## config.mk

```make
export PLATFORM = sky130hd
export DESIGN_NAME = lsu
export DESIGN_NICKNAME = d
export VERILOG_FILES = /design/src/rtl/lsu.sv
export SDC_FILE = /design/constraint.sdc
export NUM_CORES = 1
export LEC_CHECK = 0
export CAP_MARGIN = 20
export CORE_ASPECT_RATIO = 0.9
export CORE_MARGIN = 1.5
export CORE_UTILIZATION = 39
export CTS_CLUSTER_DIAMETER = 50
export DETAILED_ROUTE_END_ITERATION = 8
export GPL_ROUTABILITY_DRIVEN = 0
export GPL_TIMING_DRIVEN = 0
export PLACE_DENSITY = 0.77
export SLEW_MARGIN = 10
export SYNTH_ARGS = -nofsm -noshare
export SYNTH_HDL_FRONTEND = slang
export SYNTH_SLANG_ARGS = --single-unit
```

## constraint.sdc

```tcl
create_clock -name clk -period 1.8 [get_ports clk]
set_input_delay 0.36 -clock clk [delete_from_list [all_inputs] [get_ports clk]]
set_output_delay 0.36 -clock clk [all_outputs]
set_load 0.02 [all_outputs]
```

## src/rtl/lsu.sv

```systemverilog
// -----------------------------------------------------------------------------
// lsu -- load/store unit between the execute stage and a single-beat data bus.
//
// One access is in flight at a time. The unit accepts a naturally aligned
// load or store in IDLE, moves to BUSY and holds a request on the data bus
// until the bus acknowledges it or a wait budget runs out. Load data is
// lane-shifted and sign/zero-extended before it is returned upstream.
//
// Handshake: an access is offered when ex_valid_i & ex_mtype_i are high with
// a non-zero width. It is taken in the same cycle lsu_stall_o rises, and the
// upstream stage must keep its inputs stable while lsu_stall_o is high. On
// the bus side mem_req_o stays high, with address/we/be/wdata stable, until
// a mem_ack_i pulse; mem_rdata_i is sampled only in that ack cycle.
//
// Parameters
//   TIMEOUT            BUSY cycles without ack before the access is dropped
//                      (legal range 2..255)
// Ports
//   clk, rst           clock, synchronous active-high reset
//   ex_valid_i         execute stage presents an instruction
//   ex_mtype_i         instruction is a load/store
//   ex_mem_rw_i        1 = load, 0 = store
//   ex_mem_width_i     1 = byte, 2 = half, 3 = word, 0 = invalid
//   ex_mem_rdtype_i    0 = sign-extend load, 1 = zero-extend load
//   ex_addr_i          effective byte address
//   ex_wdata_i         right-aligned store data
//   mem_req_o          bus request (high for the whole BUSY state)
//   mem_we_o           bus write enable
//   mem_addr_o         word-aligned bus address
//   mem_be_o           bus byte enables
//   mem_wdata_o        lane-replicated store data
//   mem_ack_i          one-cycle bus completion pulse
//   mem_rdata_i        bus read data, valid with mem_ack_i
//   lsu_stall_o        freeze upstream (combinational)
//   lsu_rdata_valid_o  one-cycle pulse, load result on lsu_rdata_o
//   lsu_rdata_o        extended load result (held between loads)
//   lsu_misalign_o     one-cycle pulse, access rejected as misaligned
//   lsu_timeout_o      one-cycle pulse, access abandoned without ack
//   dbg_state          current FSM state (0 = IDLE, 1 = BUSY)
// -----------------------------------------------------------------------------
module lsu #(
    parameter int unsigned TIMEOUT = 16
) (
    input  logic        clk,
    input  logic        rst,

    input  logic        ex_valid_i,
    input  logic        ex_mtype_i,
    input  logic        ex_mem_rw_i,
    input  logic [1:0]  ex_mem_width_i,
    input  logic        ex_mem_rdtype_i,
    input  logic [31:0] ex_addr_i,
    input  logic [31:0] ex_wdata_i,

    output logic        mem_req_o,
    output logic        mem_we_o,
    output logic [31:0] mem_addr_o,
    output logic [3:0]  mem_be_o,
    output logic [31:0] mem_wdata_o,
    input  logic        mem_ack_i,
    input  logic [31:0] mem_rdata_i,

    output logic        lsu_stall_o,
    output logic        lsu_rdata_valid_o,
    output logic [31:0] lsu_rdata_o,
    output logic        lsu_misalign_o,
    output logic        lsu_timeout_o,

    output logic        dbg_state
);

    typedef enum logic {
        IDLE = 1'b0,
        BUSY = 1'b1
    } state_t;

    // Last counter value allowed in BUSY; reaching it without ack ends the access.
    localparam logic [7:0] WAIT_LAST = 8'(TIMEOUT - 1);

    state_t      state;
    state_t      state_next;

    logic [7:0]  wait_cnt;

    // Attributes of the access in flight, captured on acceptance.
    logic [1:0]  req_addr_lo;
    logic        req_load;
    logic [1:0]  req_width;
    logic        req_zext;

    logic        mem_op;
    logic        aligned;
    logic        accept;
    logic        misalign_req;
    logic        ack_busy;
    logic        timeout_hit;

    logic [3:0]  be_next;
    logic [31:0] wdata_next;
    logic [31:0] rdata_shifted;
    logic [31:0] rdata_ext;

    // -------------------------------------------------------------------------
    // Request decode
    // -------------------------------------------------------------------------
    assign mem_op = ex_valid_i & ex_mtype_i & (ex_mem_width_i != 2'd0);

    always_comb begin
        aligned = 1'b0;
        case (ex_mem_width_i)
            2'd1:    aligned = 1'b1;
            2'd2:    aligned = ~ex_addr_i[0];
            2'd3:    aligned = (ex_addr_i[1:0] == 2'b00);
            default: aligned = 1'b0;
        endcase
    end

    assign accept       = (state == IDLE) & mem_op &  aligned;
    assign misalign_req = (state == IDLE) & mem_op & ~aligned;
    assign ack_busy     = (state == BUSY) & mem_ack_i;
    // Ack has priority: a timeout is only declared when no ack arrives.
    assign timeout_hit  = (state == BUSY) & ~mem_ack_i & (wait_cnt == WAIT_LAST);

    // Byte enables and store-lane replication for the offered access.
    always_comb begin
        be_next    = 4'b0000;
        wdata_next = ex_wdata_i;
        case (ex_mem_width_i)
            2'd1: begin
                be_next    = 4'b0001 << ex_addr_i[1:0];
                wdata_next = {4{ex_wdata_i[7:0]}};
            end
            2'd2: begin
                be_next    = 4'b0011 << ex_addr_i[1:0];
                wdata_next = {2{ex_wdata_i[15:0]}};
            end
            2'd3: begin
                be_next    = 4'b1111;
                wdata_next = ex_wdata_i;
            end
            default: begin
                be_next    = 4'b0000;
                wdata_next = ex_wdata_i;
            end
        endcase
    end

    // -------------------------------------------------------------------------
    // Load data alignment and extension
    // -------------------------------------------------------------------------
    // Word loads are aligned, so the shift is zero and data passes unchanged.
    assign rdata_shifted = mem_rdata_i >> {req_addr_lo, 3'b000};

    always_comb begin
        rdata_ext = rdata_shifted;
        case (req_width)
            2'd1:    rdata_ext = {{24{~req_zext & rdata_shifted[7]}},  rdata_shifted[7:0]};
            2'd2:    rdata_ext = {{16{~req_zext & rdata_shifted[15]}}, rdata_shifted[15:0]};
            default: rdata_ext = rdata_shifted;
        endcase
    end

    // -------------------------------------------------------------------------
    // FSM: state register
    // -------------------------------------------------------------------------
    always_ff @(posedge clk) begin
        if (rst) begin
            state <= IDLE;
        end else begin
            state <= state_next;
        end
    end

    // -------------------------------------------------------------------------
    // FSM: next state
    // -------------------------------------------------------------------------
    always_comb begin
        state_next = state;
        case (state)
            IDLE: begin
                if (accept) begin
                    state_next = BUSY;
                end
            end
            BUSY: begin
                if (ack_busy || timeout_hit) begin
                    state_next = IDLE;
                end
            end
            default: state_next = IDLE;
        endcase
    end

    // -------------------------------------------------------------------------
    // FSM: outputs
    // -------------------------------------------------------------------------
    // The stall is forced low while reset is asserted so upstream is never
    // frozen by a state that is about to be cleared.
    always_comb begin
        mem_req_o   = (state == BUSY);
        lsu_stall_o = ~rst & (accept | ((state == BUSY) & ~mem_ack_i));
        dbg_state   = (state == BUSY);
    end

    // -------------------------------------------------------------------------
    // Wait counter
    // -------------------------------------------------------------------------
    always_ff @(posedge clk) begin
        if (rst) begin
            wait_cnt <= 8'd0;
        end else if (accept) begin
            wait_cnt <= 8'd0;
        end else if ((state == BUSY) && !mem_ack_i && !timeout_hit) begin
            wait_cnt <= wait_cnt + 8'd1;
        end
    end

    // -------------------------------------------------------------------------
    // Captured request and bus-side registers
    // -------------------------------------------------------------------------
    // Bus fields are written only on acceptance, so they stay stable for the
    // whole BUSY period and simply hold afterwards.
    always_ff @(posedge clk) begin
        if (rst) begin
            req_addr_lo <= 2'b00;
            req_load    <= 1'b0;
            req_width   <= 2'd0;
            req_zext    <= 1'b0;
            mem_we_o    <= 1'b0;
            mem_addr_o  <= 32'd0;
            mem_be_o    <= 4'b0000;
            mem_wdata_o <= 32'd0;
        end else if (accept) begin
            req_addr_lo <= ex_addr_i[1:0];
            req_load    <= ex_mem_rw_i;
            req_width   <= ex_mem_width_i;
            req_zext    <= ex_mem_rdtype_i;
            mem_we_o    <= ~ex_mem_rw_i;
            mem_addr_o  <= {ex_addr_i[31:2], 2'b00};
            mem_be_o    <= be_next;
            mem_wdata_o <= wdata_next;
        end
    end

    // -------------------------------------------------------------------------
    // Upstream result and event pulses
    // -------------------------------------------------------------------------
    always_ff @(posedge clk) begin
        if (rst) begin
            lsu_rdata_valid_o <= 1'b0;
            lsu_rdata_o       <= 32'd0;
            lsu_misalign_o    <= 1'b0;
            lsu_timeout_o     <= 1'b0;
        end else begin
            lsu_rdata_valid_o <= ack_busy & req_load;
            lsu_misalign_o    <= misalign_req;
            lsu_timeout_o     <= timeout_hit;
            // Store acks leave the previous load result in place.
            if (ack_busy && req_load) begin
                lsu_rdata_o <= rdata_ext;
            end
        end
    end

endmodule

```

; ---- Word-level counts from Yosys, hierarchy flattened
; Index checks and enable logic that the tools add are counted.
[word_totals]
reg_bits = 117
latchBits = 0
ramBits = 0
romBits = 0
wordCells = 60
n_memories = 0
[op_classes]
n_addsub = 1
mul = 0
n_div = 0
magnitude_cmp = 0
n_eq_ne = 6
shift = 3
mux = 7
bitwise = 20
reduce_logical = 9
[ops]
columns = cell, n
row1 = 32-bit one-hot mux with 2 select lines, 2
row2 = 32-bit by 5-bit >> shifter with 32-bit output, 1
row3 = 1-bit AND, 12
row4 = 4-bit one-hot mux with 3 select lines, 1
row5 = "8-bit by 1-bit adder with 8-bit output, second input constant", 1
row6 = "8-bit by 4-bit == test with 1-bit output, second input constant", 1
row7 = 1-bit inverter, 7
row8 = "2-bit == test, second input constant", 3
row9 = "2-bit by 1-bit == test with 1-bit output, second input constant", 2
row10 = "1-bit by 2-bit left shift with 4-bit output, first input constant", 1
row11 = "2-bit by 2-bit left shift with 4-bit output, first input constant", 1
row12 = 1-bit logical AND, 3
row13 = 1-bit one-hot mux with 3 select lines, 1
row14 = 1-bit logical NOT, 2
row15 = 2-bit logical NOT, 1
row16 = 1-bit two-way mux, 2
row17 = 1-bit one-hot mux with 2 select lines, 1
row18 = 2-bit nonzero test, 1
row19 = 2-bit OR reduction, 1
row20 = 1-bit logical OR, 1
row21 = 1-bit bitwise OR, 1

; ---- Depth between registers and ports, before layout
; Gate-level depths: netlist (run 1).
[logic_depth]
word_depth = 6
mapped_depth = 8

; ---- Worst setup path after synthesis (run 1)
; OpenSTA, ideal clock, no wires.
[synth_timing]
path_type = input to output
startpoint = input port ex_mem_width_i[0]
endpoint = output port lsu_stall_o
t_arrival_ns = 1.740
required_ns = 1.440
slack_ns = -0.300
cell_stages = 7
path_cell_list = inv_1 -> ha_1 -> nand4bb_4 -> nor2_2 -> nand2_1 -> clkbuf_1 -> o21ai_0
[synth_between]
elab_chain_cells = 6
elab_cells_between_ends = 10
classes_between = eq/ne: 3 / mux: 1 / bitwise: 5 / reduce/logical: 1
[synth_lines]
columns = element, line
row1 = "start, declared", 50  ; input logic [1:0] ex_mem_width_i,
row2 = 2-bit nonzero test, 106  ; assign mem_op = ex_valid_i & ex_mtype_i & (ex_mem_width_i != 2'd0);
row3 = 1-bit AND, 106
row4 = 1-bit AND, 118  ; assign accept = (state == IDLE) & mem_op & aligned;
row5 = 1-bit AND *, 118
row6 = 1-bit bitwise OR *, 201  ; lsu_stall_o = ~rst & (accept | ((state == BUSY) & ~mem_ack_i));
row7 = 1-bit AND *, 201
row8 = "end, declared", 63  ; output logic lsu_stall_o,
; Every way passes the cells marked *; elsewhere a longest branch is shown, timed or not.

; ---- Final worst setup path (run 1)
[layout_timing]
startpoint = register state, in the netlist dbg_state
endpoint = output port lsu_stall_o
[layout_between]
elab_chain_cells = 5
elab_cells_between_ends = 6
classes_between = bitwise: 6
[layout_lines]
columns = element, line
row1 = "start, declared", 80  ; state_t state;
row2 = "start signal, assigned", 170  ; state <= state_next;
row3 = 1-bit inverter, n/a
row4 = 1-bit AND (2 in a row), 118
row5 = 1-bit bitwise OR *, 201
row6 = 1-bit AND *, 201
; Marks and branches as above.

==> results of run 1 <==
synthesized netlist by cell type (8+ instances only):
library cell	count	area (um2)
clkbuf_1	20	75.1
a31oi_1	8	50.1
dfxtp_1	117	2340
mux2i_1	18	180
a22o_1	40	350
buf_2	8	40.0
nor2b_1	10	62.6
a21oi_1	19	95.1
nand3_1	15	75.1
nor2_1	51	191
o2bb2ai_1	34	298
or2_2	10	62.6
o21ai_0	13	65.1
a211oi_1	24	180
nand2_1	44	165
a22oi_1	8	60.1
sequential cells by signal (all words and copies together) (netlist names), 2 cells and up:
register     count
mem_addr_o      30
mem_be_o         4
mem_wdata_o     32
lsu_rdata_o     32
wait_cnt         8
req_width        2
req_addr_lo      2
logic make-up after synthesis:
kind of cell | share of synthesized area, %
AOI/OAI and AO/OA | 25.4
and+or+nand+nor | 15.6
DFF | 46.4
buffers and inverters | 5.03
muxes | 5.13
adders and majority gates | 1.73
xor gates and xnor gates | 0.694
other | 0.0742
critical path: stages (launching register included):
cell and delay (ns):
dfxtp_4 0.36, nand4bb_4 0.26, nor2_4 0.17, nand2_4 0.09
o21ai_4 0.07, buf_6 0.13
power groups by stage:
stage	Combinational [mW]	Sequential, mW	Clock (mW)
2_1_floorplan	0.351	2.77	0
3_3_place_gp	0.849	2.72	0
3_5_place_dp	0.862	2.72	0
4_1_cts	0.887	2.67	3.43
5_1_grt	0.965	2.68	3.56
6_report	0.901	2.67	3.40
layer usage:
metal | up-vias | wire, um | share of wire (%) | track usage, %
li1 | 2412 | - | - | -
met1 | 2433 | 6850 | 40 | 28.8
met2 | 250 | 8030 | 47 | 41.6
met3 | 28 | 1660 | 9.8 | 9.47
met4 | 0 | 381 | 2.3 | 9.30
met5 | - | 0 | 0 | 0
stage by stage:
| stage | hold WS [ns] | setup TNS, ns | instance area, um2 |
|---|---|---|---|
| 6_report | 0.292 | -0.0434 | 8160 |
| 5_1_grt | 0.298 | -0.154 | 8160 |
| 4_1_cts | 0.278 | -0.109 | 8070 |
| 3_5_place_dp | 0.451 | -89.05 | 7380 |
| 3_3_place_gp | 0.445 | -83.68 | 7380 |
| 2_1_floorplan | 0.457 | 0 | 5090 |
cell type report:
type / count / area (um2)
plain buffers: 42 / 253
clock buffers: 19 / 443
clock inverters: 13 / 158
fillers: 1003 / 4530
inverters: 6 / 22.5
multi-input cells: 360 / 2540
flip-flops and latches: 117 / 2350
well taps: 164 / 205
repair buffers: 222 / 2190
timing repair:
item	in CTS	in global routing
setup endpoints to repair	108	57
gates cloned	0	0
pin swaps	4	4
gates resized for setup	36	30
buffers inserted	8	6
worst paths after layout:
check	from	end
setup / recovery	dbg_state	lsu_stall_o
hold / removal	ex_mem_width_i[1]	req_width[1]
setup reg to reg	req_width[0]	lsu_rdata_o[28]
hold reg to reg	lsu_rdata_o[7]	lsu_rdata_o[7]
==> results list, run 1 <==
- IR analysis of the VDD net gives a maximum drop of 0.745 mV.
- Warnings, synthesis: 0
* Shortest clock period the worst path allows after layout: 1.84 ns
- Most used cells in the layout excluding fill and tap cells: 197 x clkdlybuf4s50_1, 115 x dfxtp_1, 50 x nor2_1
- Maximum number of pins on one net before global-route repair: 17
- Summed over all nets, the switching power comes to 1.68 mW.
* Routed length per instance: 17.9 um
* Path depth of the worst reg2reg path: 6
- Initial antenna violation count: 0
* Clock Latency Late Sink: 0.41 ns
- The die covers 13600 um2.
- For this design the static power due to leakage is 3.05 nW.
- Max-slew violations: 0
- Placed Cells incl. Taps: 898
- Crit path capture type: output port
* Required time of the critical path: 1.44 ns
- Number of buffers inserted during clock tree synthesis: 17
- The final reports fail on setup timing.
* Clock net sink count: 117
- I/O Pins: 212
- The H-tree generated during clock tree synthesis spans 4 levels.
- 0 antenna diodes ended up in the layout.
- The net count of the finished layout is 878.
* Die Span X: 123 um
- The final route contains 5123 vias.
* Wire length of the first global-routing pass: 26500 um
- Relative area change from synthesis to final layout: 61.5%
- Row generation in the floorplan step produced 39 rows.
* Post-route clock skew: 0.00650 ns
- Max-cap check violation count: 0
* Overall Global Routing Usage: 25.0%
- In this run the remaining antenna-violating nets after routing total 0.
- Worst hold path class: in2reg
* Sort of element at the start of the critical path: register
- Detailed placement ended at an HPWL of 12600 um.
* Mean post-synth cell area: 9.62 um2
- Overall power consumption: 6.98 mW
- Setup Slack @ Placement: -1.57 ns
- Share of the clock period used by the worst path after layout: 102%
- Once layout is complete, the cells apart from fillers number 943.
- The number of failing hold endpoints at the final stage came to 0.
- Register bit count reported by yosys: 117
* CTS Root Buffer Type: clkbuf_16
- After technology mapping, the gate count stands at 525.
- In this run the power density over the cells is 855 nW/um2.
- Placeable core area: 12700 um2
- Summing the sequential cell areas from Yosys gives 46.4% of the chip area.
- The post-route netlist has 15.1% of its cells at a drive strength greater than 1.
* CTS max path bufs: 2
* EDFF count, synth: 0
* Sequential Power Share: 38.3%
- Worst Path Max Fanout: 5
- Cell internal power was estimated by the tool at 5.30 mW.
* Total of hold buffers inserted after clock tree synthesis: 0
- The count of buffers added on input and output ports is 208.
* Type of the worst setup path: reg2out
- Combinational power share: 12.9%
- Using the TritonRoute via totals, the vias-per-cell ratio works out to 5.43.
- Setup repair after global routing could not meet its margin everywhere.
- The run finished, with violations left.
- CP arrival: 1.48 ns
* Hold Path Cell Cnt: 3
- Vias in the first global route: 5177
* Internal reg-to-reg setup slack: 0.03 ns
- Share of synthesized flip-flops with an asynchronous set or reset: 0%
* Initial core utilization: 39.8%
* First-pass iteration count of the detailed router: 5
- Post-synth design cell area: 5050 um2
- For this run, the leading register cell type out of synthesis is dfxtp_1.
- Worst slew pin tran: 0.616 ns
* DR DRC count: 0
- The clock network is responsible for 48.8% of the overall power.
* Headroom to the max-slew limit: 59.0%
* CTS tree: built
* Setup violators final: 1
* Sw Ratio: 24.0%
- Once routing completed, OpenROAD measured the worst setup slack at -0.0434 ns.
* First DRT Iteration DRCs: 274
- Highest clock frequency the design can meet: 0.542 GHz
- Clock slew at the register clock pins of the worst setup and hold paths: 0.06 ns
- The die is 111 um tall.
- Most common cell after layout, fill and taps aside: clkdlybuf4s50_1
* Grt total ovfl: 0
- The routed design has 16900 um of wire.
- Library cells used by synthesis: 54
- Finished Core Util: 64.3%
Power figures use the tool's default switching activity.
==> run 2: changes to the inputs <==
--- a/config.mk
+++ b/config.mk
@@ -14,6 +14,7 @@
 export GPL_ROUTABILITY_DRIVEN = 0
 export GPL_TIMING_DRIVEN = 0
 export PLACE_DENSITY = 0.77
+export SKIP_CTS_REPAIR_TIMING = 1
 export SLEW_MARGIN = 10
 export SYNTH_ARGS = -nofsm -noshare
 export SYNTH_HDL_FRONTEND = slang
==> results list, run 2 (synthesized netlist as in run 1, its figures left out) <==
* CP arrival: 1.58 ns (was 1.48 ns)
- The startpoint of the lowest-slack hold path is ex_mem_width_i[1] (unchanged).
- The area of the die came to 13600 um2 (unchanged).
* Max-cap check violation count: 0 (unchanged)
* Finished Core Util: 64.6% (was 64.3%)
- The capturing element type of the critical path is an output port (unchanged).
* Combinational power share: 13.0% (was 12.9%)
* Post-route clock skew: 0.00590 ns (was 0.00650 ns)
- Worst slew pin tran: 0.618 ns (was 0.616 ns)
- I/O Buffers: 208 (unchanged)
* CTS Root Buffer Type: clkbuf_16 (unchanged)
* Launch point of the worst reg-to-reg path: dbg_state (was req_width[0])
- Unrepaired setup endpoints after global routing: yes (unchanged)
* Type of the worst setup path: reg2out (unchanged)
- End point of the worst hold path: req_width[1] (unchanged)
* Sort of element at the start of the critical path: register (unchanged)
- Share of power burned in the clock network: 48.8% (about the same)
- The worst slack after detailed placement was -1.57 ns (unchanged).
* Clock slew at the register clock pins of the worst setup and hold paths: 0.06 ns (about the same)
- Depth of the CTS H-tree: 4 (unchanged)
- The required time of the critical path came to 1.44 ns (about the same).
* Via count of the routed design: 5078 (was 5123)
- Grt total ovfl: 0 (unchanged)
- Reg-to-reg critical path endpoint: mem_be_o[0] (was lsu_rdata_o[28])
- The final critical path time including I/O delays and setup is 1.94 ns (was 1.84 ns).
- The maximum number of pins on one net before global-route repair was 17 (unchanged).
- The number of cells in the design after placement is 898 (unchanged).
* Wire length of the first global-routing pass: 26100 um (was 26500 um)
- Remaining number of nets flagged by the antenna check after routing: 0 (unchanged)
* Initial antenna violation count: 0 (unchanged)
- The overall die width is 123 um (unchanged).
- Failing checks: setup timing (unchanged).
* Fin cells: 946 (was 943)
* Share of the clock period used by the worst path after layout: 108% (was 102%)
* Sw Ratio: 24.1% (was 24.0%)
- First DRT Iteration DRCs: 297 (was 274)
* Headroom to the max-slew limit: 58.8% (was 59.0%)
* Detailed-placement wirelength estimate: 12600 um (unchanged)
- Net Switching: 1.68 mW (about the same)
* Most used cells in the layout excluding fill and tap cells: 197 x clkdlybuf4s50_1, 115 x dfxtp_1, 50 x nor2_1 (unchanged)
- Largest regs: lsu_rdata_o: 32 flops, mem_wdata_o: 32 flops, mem_addr_o: 30 flops (unchanged)
* Clock Latency Late Sink: 0.41 ns (about the same)
- Max-slew violations: 0 (unchanged)
- The total routing usage reported by global routing is 24.6% (was 25.0%).
* Initial core utilization: 39.8% (unchanged)
- CTS max path bufs: 2 (unchanged)
* Worst path buffer plus inverter count: 2 (was 1)
* I/O Pins: 212 (unchanged)
- Routed length per instance: 18.0 um (was 17.9 um)
- The setup slack of the worst register-to-register path came to 0.03 ns (about the same).
- Clock net sink count: 117 (unchanged)
* Crit path largest cell delay: 0.37 ns (was 0.36 ns)
* Count of fill cells added during filler insertion: 1007 (was 1003)
* Path length in cells of the critical path: 6 (was 5)
- The setup slack after layout is -0.144 ns (was -0.0434 ns).
- The sequential cell fraction of total power came to 38.2% (was 38.3%).
* Vias in the first global route: 5096 (was 5177)
- The fraction of layout instances using a drive strength above 1 was 15.1% (about the same).
- The family with the most delay on the worst path was simple AND/OR/NAND/NOR gates (unchanged).
* Hold Path Cell Cnt: 3 (unchanged)
* Cell Pwr Density: 853 nW/um2 (was 855 nW/um2)
- Path depth of the worst reg2reg path: 6 (unchanged)
- The number of iterations in the first detailed-routing pass came to 4 (was 5).
* Post-route cell area: 8200 um2 (was 8160 um2)
- FP Rows: 39 (unchanged)
- The worst min-delay path class is in2reg (unchanged).
- The cell with the largest stage delay on the worst path was dfxtp_4 (unchanged).
- Crit-path cells: nand4bb_4 > nor2_4 > nand2_2 > buf_8 > o21ai_4 > buf_6 (was nand4bb_4 > nor2_4 > nand2_4 > o21ai_4 > buf_6)
* Relative area change from synthesis to final layout: 62.2% (was 61.5%)
* Placeable core area: 12700 um2 (unchanged)
- Total placed instance area: 7380 um2 (unchanged)
* Die span in y: 111 um (unchanged)
- The number of vias per cell was 5.37 (was 5.43).
- Internal cell power: 5.31 mW (was 5.30 mW)
- Final hold violation count: 0 (unchanged)
- DR DRC count: 0 (unchanged)
* Net count reported at finish: 881 (was 878)
- The largest driver fanout on the critical path came to 7 (was 5).
* Result of the run: finished with violations (unchanged)
- The total negative setup slack was -0.144 ns (was -0.0434 ns).
- The maximum vdd ir drop was 0.756 mV (was 0.745 mV).
- The most common library cell in the layout ignoring fill and taps is clkdlybuf4s50_1 (unchanged).
- The overall routed net length is 17000 um (was 16900 um).
- Antenna diode count: 0 (unchanged)
- Leakage: 3.10 nW (was 3.05 nW)
* Worst Hold Slack: 0.297 ns (was 0.292 ns)
- The startpoint of the most critical setup path is dbg_state (unchanged).
* Setup violators final: 1 (unchanged)
* Number of buffers inserted during clock tree synthesis: 17 (unchanged)
- Overall power consumption: 6.99 mW (was 6.98 mW)
* CTS tree: built (unchanged)
* Highest clock frequency the design can meet: 0.514 GHz (was 0.542 GHz)
run 2: routing by layer:
layer | global-route usage (%) | vias to the layer above | wire length (um)
met5 | 0 | - | 0
met4 | 9.07 | 0 | 367
met3 | 9.47 | 29 | 1660
met2 | 40.7 | 236 | 8110
met1 | 28.6 | 2403 | 6910
li1 | - | 2410 | -
run 2: worst max path at each step:
stage	to	slack (ns)
global placement	lsu_stall_o	-1.55
detailed placement	lsu_stall_o	-1.57
global route	lsu_stall_o	-0.20
finish	lsu_stall_o	-0.14
floorplan	lsu_stall_o	0.004
CTS	lsu_stall_o	-1.59
run 2: power by group through the flow:
stage | registers [mW] | logic (mW) | clock network (mW)
6_report | 2.67 | 0.906 | 3.41
3_5_place_dp | 2.72 | 0.862 | 0
3_3_place_gp | 2.72 | 0.849 | 0
4_1_cts | 2.67 | 0.870 | 3.43
2_1_floorplan | 2.77 | 0.351 | 0
5_1_grt | 2.68 | 0.970 | 3.57
run 2: final cells by class:
type                            instances  area [um2]  share of cell area [%]
Multi-Input combinational cell        360        2530                    30.8
Clock buffer                           19         443                    5.40
Clock inverter                         13         158                    1.92
Timing Repair Buffer                  224        2230                    27.2
Buffer                                 43         264                    3.22
Tap cell                              164         205                    2.50
Sequential cell                       117        2350                    28.6
Inverter                                6        25.0                   0.305
run 2: worst reg2reg max path, cell delays in order (launching register included):
cell and delay (ns):
dfxtp_4 0.37, buf_4 0.14, nor3_2 0.39, a21oi_2 0.17
buf_4 0.23, buf_2 0.21, o2bb2ai_1 0.15
==> run 3: changes to the inputs <==
--- a/config.mk
+++ b/config.mk
@@ -14,6 +14,7 @@
 export GPL_ROUTABILITY_DRIVEN = 0
 export GPL_TIMING_DRIVEN = 0
 export PLACE_DENSITY = 0.77
+export REMOVE_ABC_BUFFERS = 1
 export SKIP_CTS_REPAIR_TIMING = 1
 export SLEW_MARGIN = 10
 export SYNTH_ARGS = -nofsm -noshare
==> results list, run 3 (synthesized netlist as in run 1, its figures left out) <==
* Result of the run: finished with violations (unchanged)
- Failing checks: setup timing (unchanged).
- The required time of the critical path was 1.44 ns (about the same).
* Cell Pwr Density: 857 nW/um2 (was 853 nW/um2)
- The number of buffers created by CTS is 17 (unchanged).
- The post-detailed-route DRC marker count is 0 (unchanged).
* Post-route clock skew: 0.00558 ns (was 0.00590 ns)
* Slowest library cell on the worst path: dfxtp_4 (unchanged)
- The library cell used as clock root buffer is clkbuf_16 (unchanged).
* I/O Pins: 212 (unchanged)
- The worst slack after detailed placement is -2.41 ns (was -1.57 ns).
- Share of power burned in the clock network: 48.7% (was 48.8%)
* Sort of element at the start of the critical path: register (unchanged)
- The clock transition at the registers of the reported paths was 0.05 ns (was 0.06 ns).
- The overall routed net length came to 15600 um (was 17000 um).
- The count of fill cells added during filler insertion was 1012 (was 1007).
- The most common library cell in the layout ignoring fill and taps is clkdlybuf4s50_1 (unchanged).
- The net switching power came to 1.59 mW (was 1.68 mW).
* I/O Buffers: 209 (was 208)
- Worst hold path class: in2reg (unchanged)
- Die Span X: 123 um (unchanged)
- The critical path class is reg2out (unchanged).
* Initial core utilization: 39.8% (unchanged)
* Finished Core Util: 63.6% (was 64.6%)
- Sw Ratio: 23.0% (was 24.1%)
* Detailed-placement wirelength estimate: 10400 um (was 12600 um)
- FP Rows: 39 (unchanged)
- The buffer depth of the longest clock path is 2 (unchanged).
* Leakage: 3.08 nW (was 3.10 nW)
- The headroom to the max-slew limit is 42.1% (was 58.8%).
* Internal cell power: 5.32 mW (was 5.31 mW)
- Final hold violation count: 0 (unchanged)
- The largest driver fanout on the critical path came to 7 (unchanged).
- The maximum vdd ir drop is 0.631 mV (was 0.756 mV).
- Share of the clock period used by the worst path after layout: 106% (was 108%)
- The total routing usage reported by global routing is 21.9% (was 24.6%).
* Most used cells in the layout excluding fill and tap cells: 191 x clkdlybuf4s50_1, 114 x dfxtp_1, 49 x nor2_1 (was 197 x clkdlybuf4s50_1, 115 x dfxtp_1, 50 x nor2_1)
- The number of antenna violations at the first check in global routing was 1 (was 0).
- Combinational power share: 12.5% (was 13.0%)
- The clock tree from TritonCTS is built (unchanged).
- Smallest setup slack after layout: -0.105 ns (was -0.144 ns)
- The total of endpoints with negative setup slack in the final report came to 32 (was 1).
- The total congestion overflow was 0 (unchanged).
- The total number of vias was 4902 (was 5078).
* Antenna diode count: 0 (unchanged)
- The fraction of layout instances using a drive strength above 1 was 13.2% (was 15.1%).
* Clock Latency Late Sink: 0.41 ns (about the same)
- The count of final max-slew check failures is 0 (unchanged).
* Highest clock frequency the design can meet: 0.525 GHz (was 0.514 GHz)
- The chip height is 111 um (unchanged).
- The routed wire length per instance is 17.3 um (was 18.0 um).
- Area used by multi-input combinational logic: 2570 um2 (was 2530 um2)
* Crit path largest cell delay: 0.37 ns (about the same)
* Clock net sink count: 117 (unchanged)
* CP arrival: 1.55 ns (was 1.58 ns)
- Shortest clock period the worst path allows after layout: 1.91 ns (was 1.94 ns)
- The sequential cell fraction of total power is 38.8% (was 38.2%).
- First-pass iteration count of the detailed router: 5 (was 4)
- Via-per-instance ratio: 5.42 (was 5.37)
- The number of max-cap violations was 0 (unchanged).
* First DRT Iteration DRCs: 326 (was 297)
- Crit path capture type: output port (unchanged)
- Unrepaired setup endpoints after global routing: yes (unchanged)
* Vias in the first global route: 4738 (was 5096)
* Maximum number of pins on one net before global-route repair: 46 (was 17)
- Placeable core area: 12700 um2 (unchanged)
* Wire length of the first global-routing pass: 23300 um (was 26100 um)
- Largest regs: lsu_rdata_o: 32 flops, mem_wdata_o: 32 flops, mem_addr_o: 30 flops (unchanged)
- Crit-path cells: nand4bb_4 > nor2_4 > nand2_8 > o21ai_2 > buf_6 (was nand4bb_4 > nor2_4 > nand2_2 > buf_8 > o21ai_4 > buf_6).
- The number of nets with antenna violations after routing came to 0 (unchanged).
- The area of the die is 13600 um2 (unchanged).
- The sequential standard cell area came to 2350 um2 (about the same).
* Worst slew pin tran: 0.869 ns (was 0.618 ns)
- Depth of the CTS H-tree: 4 (unchanged)
* Setup tns final: -1.54 ns (was -0.144 ns)
- The total number of nets in the final design was 841 (was 881).
- Relative area change from synthesis to final layout: 59.6% (was 62.2%)
## run 3: changes by cell type in the layout (fill, tap and decap cells not counted), sizes merged
cell,delta
buf,-21
clkdlybuf4s50,-6
clkbuf,-18
a21oi,+1
dlymetal6s2s,+6
clkinvlp,-2
clkinv,-1
## run 3: path summary, 6_finish.rpt
| kind | depth (start not counted) | end | from | slack (ns) |
|---|---|---|---|---|
| max | 5 | lsu_stall_o | dbg_state | -0.11 |
| min | 3 | req_width[1] | ex_mem_width_i[1] | 0.27 |
| max reg2reg | 6 | mem_addr_o[27] | dbg_state | 0.02 |
| min reg2reg | 2 | lsu_rdata_o[4] | lsu_rdata_o[4] | 0.46 |
## run 3: cell type report
cell class / instances / area share, %
clock buffer: 21 / 5.71
clock inverter: 10 / 1.61
inverter: 6 / 0.279
multi-input combinational: 361 / 31.8
sequential: 117 / 29.2
tap: 164 / 2.54
timing repair buffer: 226 / 28.8
## run 3: worst max-delay path, delay by kind of cell, from the launching register on
kind                   cells  cell delay, ns
flip-flops                 1            0.37
buffers and inverters      1            0.14
AO/OA/AOI/OAI              1            0.07
AND/OR/NAND/NOR            3            0.55
## run 3: metrics by stage
| stage | std cells | power [mW] | hold WS [ns] | instance area, um2 |
|---|---|---|---|---|
| 2_1_floorplan | 483 | 3.08 | 0.429 | 4820 |
| 3_3_place_gp | 856 | 3.51 | 0.443 | 7120 |
| 3_5_place_dp | 860 | 3.55 | 0.445 | 7210 |
| 4_1_cts | 891 | 6.92 | 0.454 | 7800 |
| 5_1_grt | 905 | 7.17 | 0.272 | 8060 |
| 6_report | 905 | 6.91 | 0.271 | 8060 |
## run 3: power groups by stage
stage / registers [mW] / clock network, mW / logic, mW
after global placement: 2.73 / 0 / 0.775
after global routing: 2.68 / 3.56 / 0.926
after floorplan: 2.78 / 0 / 0.292
final: 2.68 / 3.37 / 0.865
after CTS: 2.68 / 3.43 / 0.816
after detailed placement: 2.74 / 0 / 0.811
## run 3: layer usage
| metal | vias up | routed length (um) | global-route usage, % |
|---|---|---|---|
| li1 | 2337 | - | - |
| met1 | 2317 | 6600 | 26.4 |
| met3 | 24 | 1370 | 8.02 |
| met2 | 222 | 7380 | 34.9 |
| met4 | 2 | 261 | 8.84 |
| met5 | - | 12 | 0 |
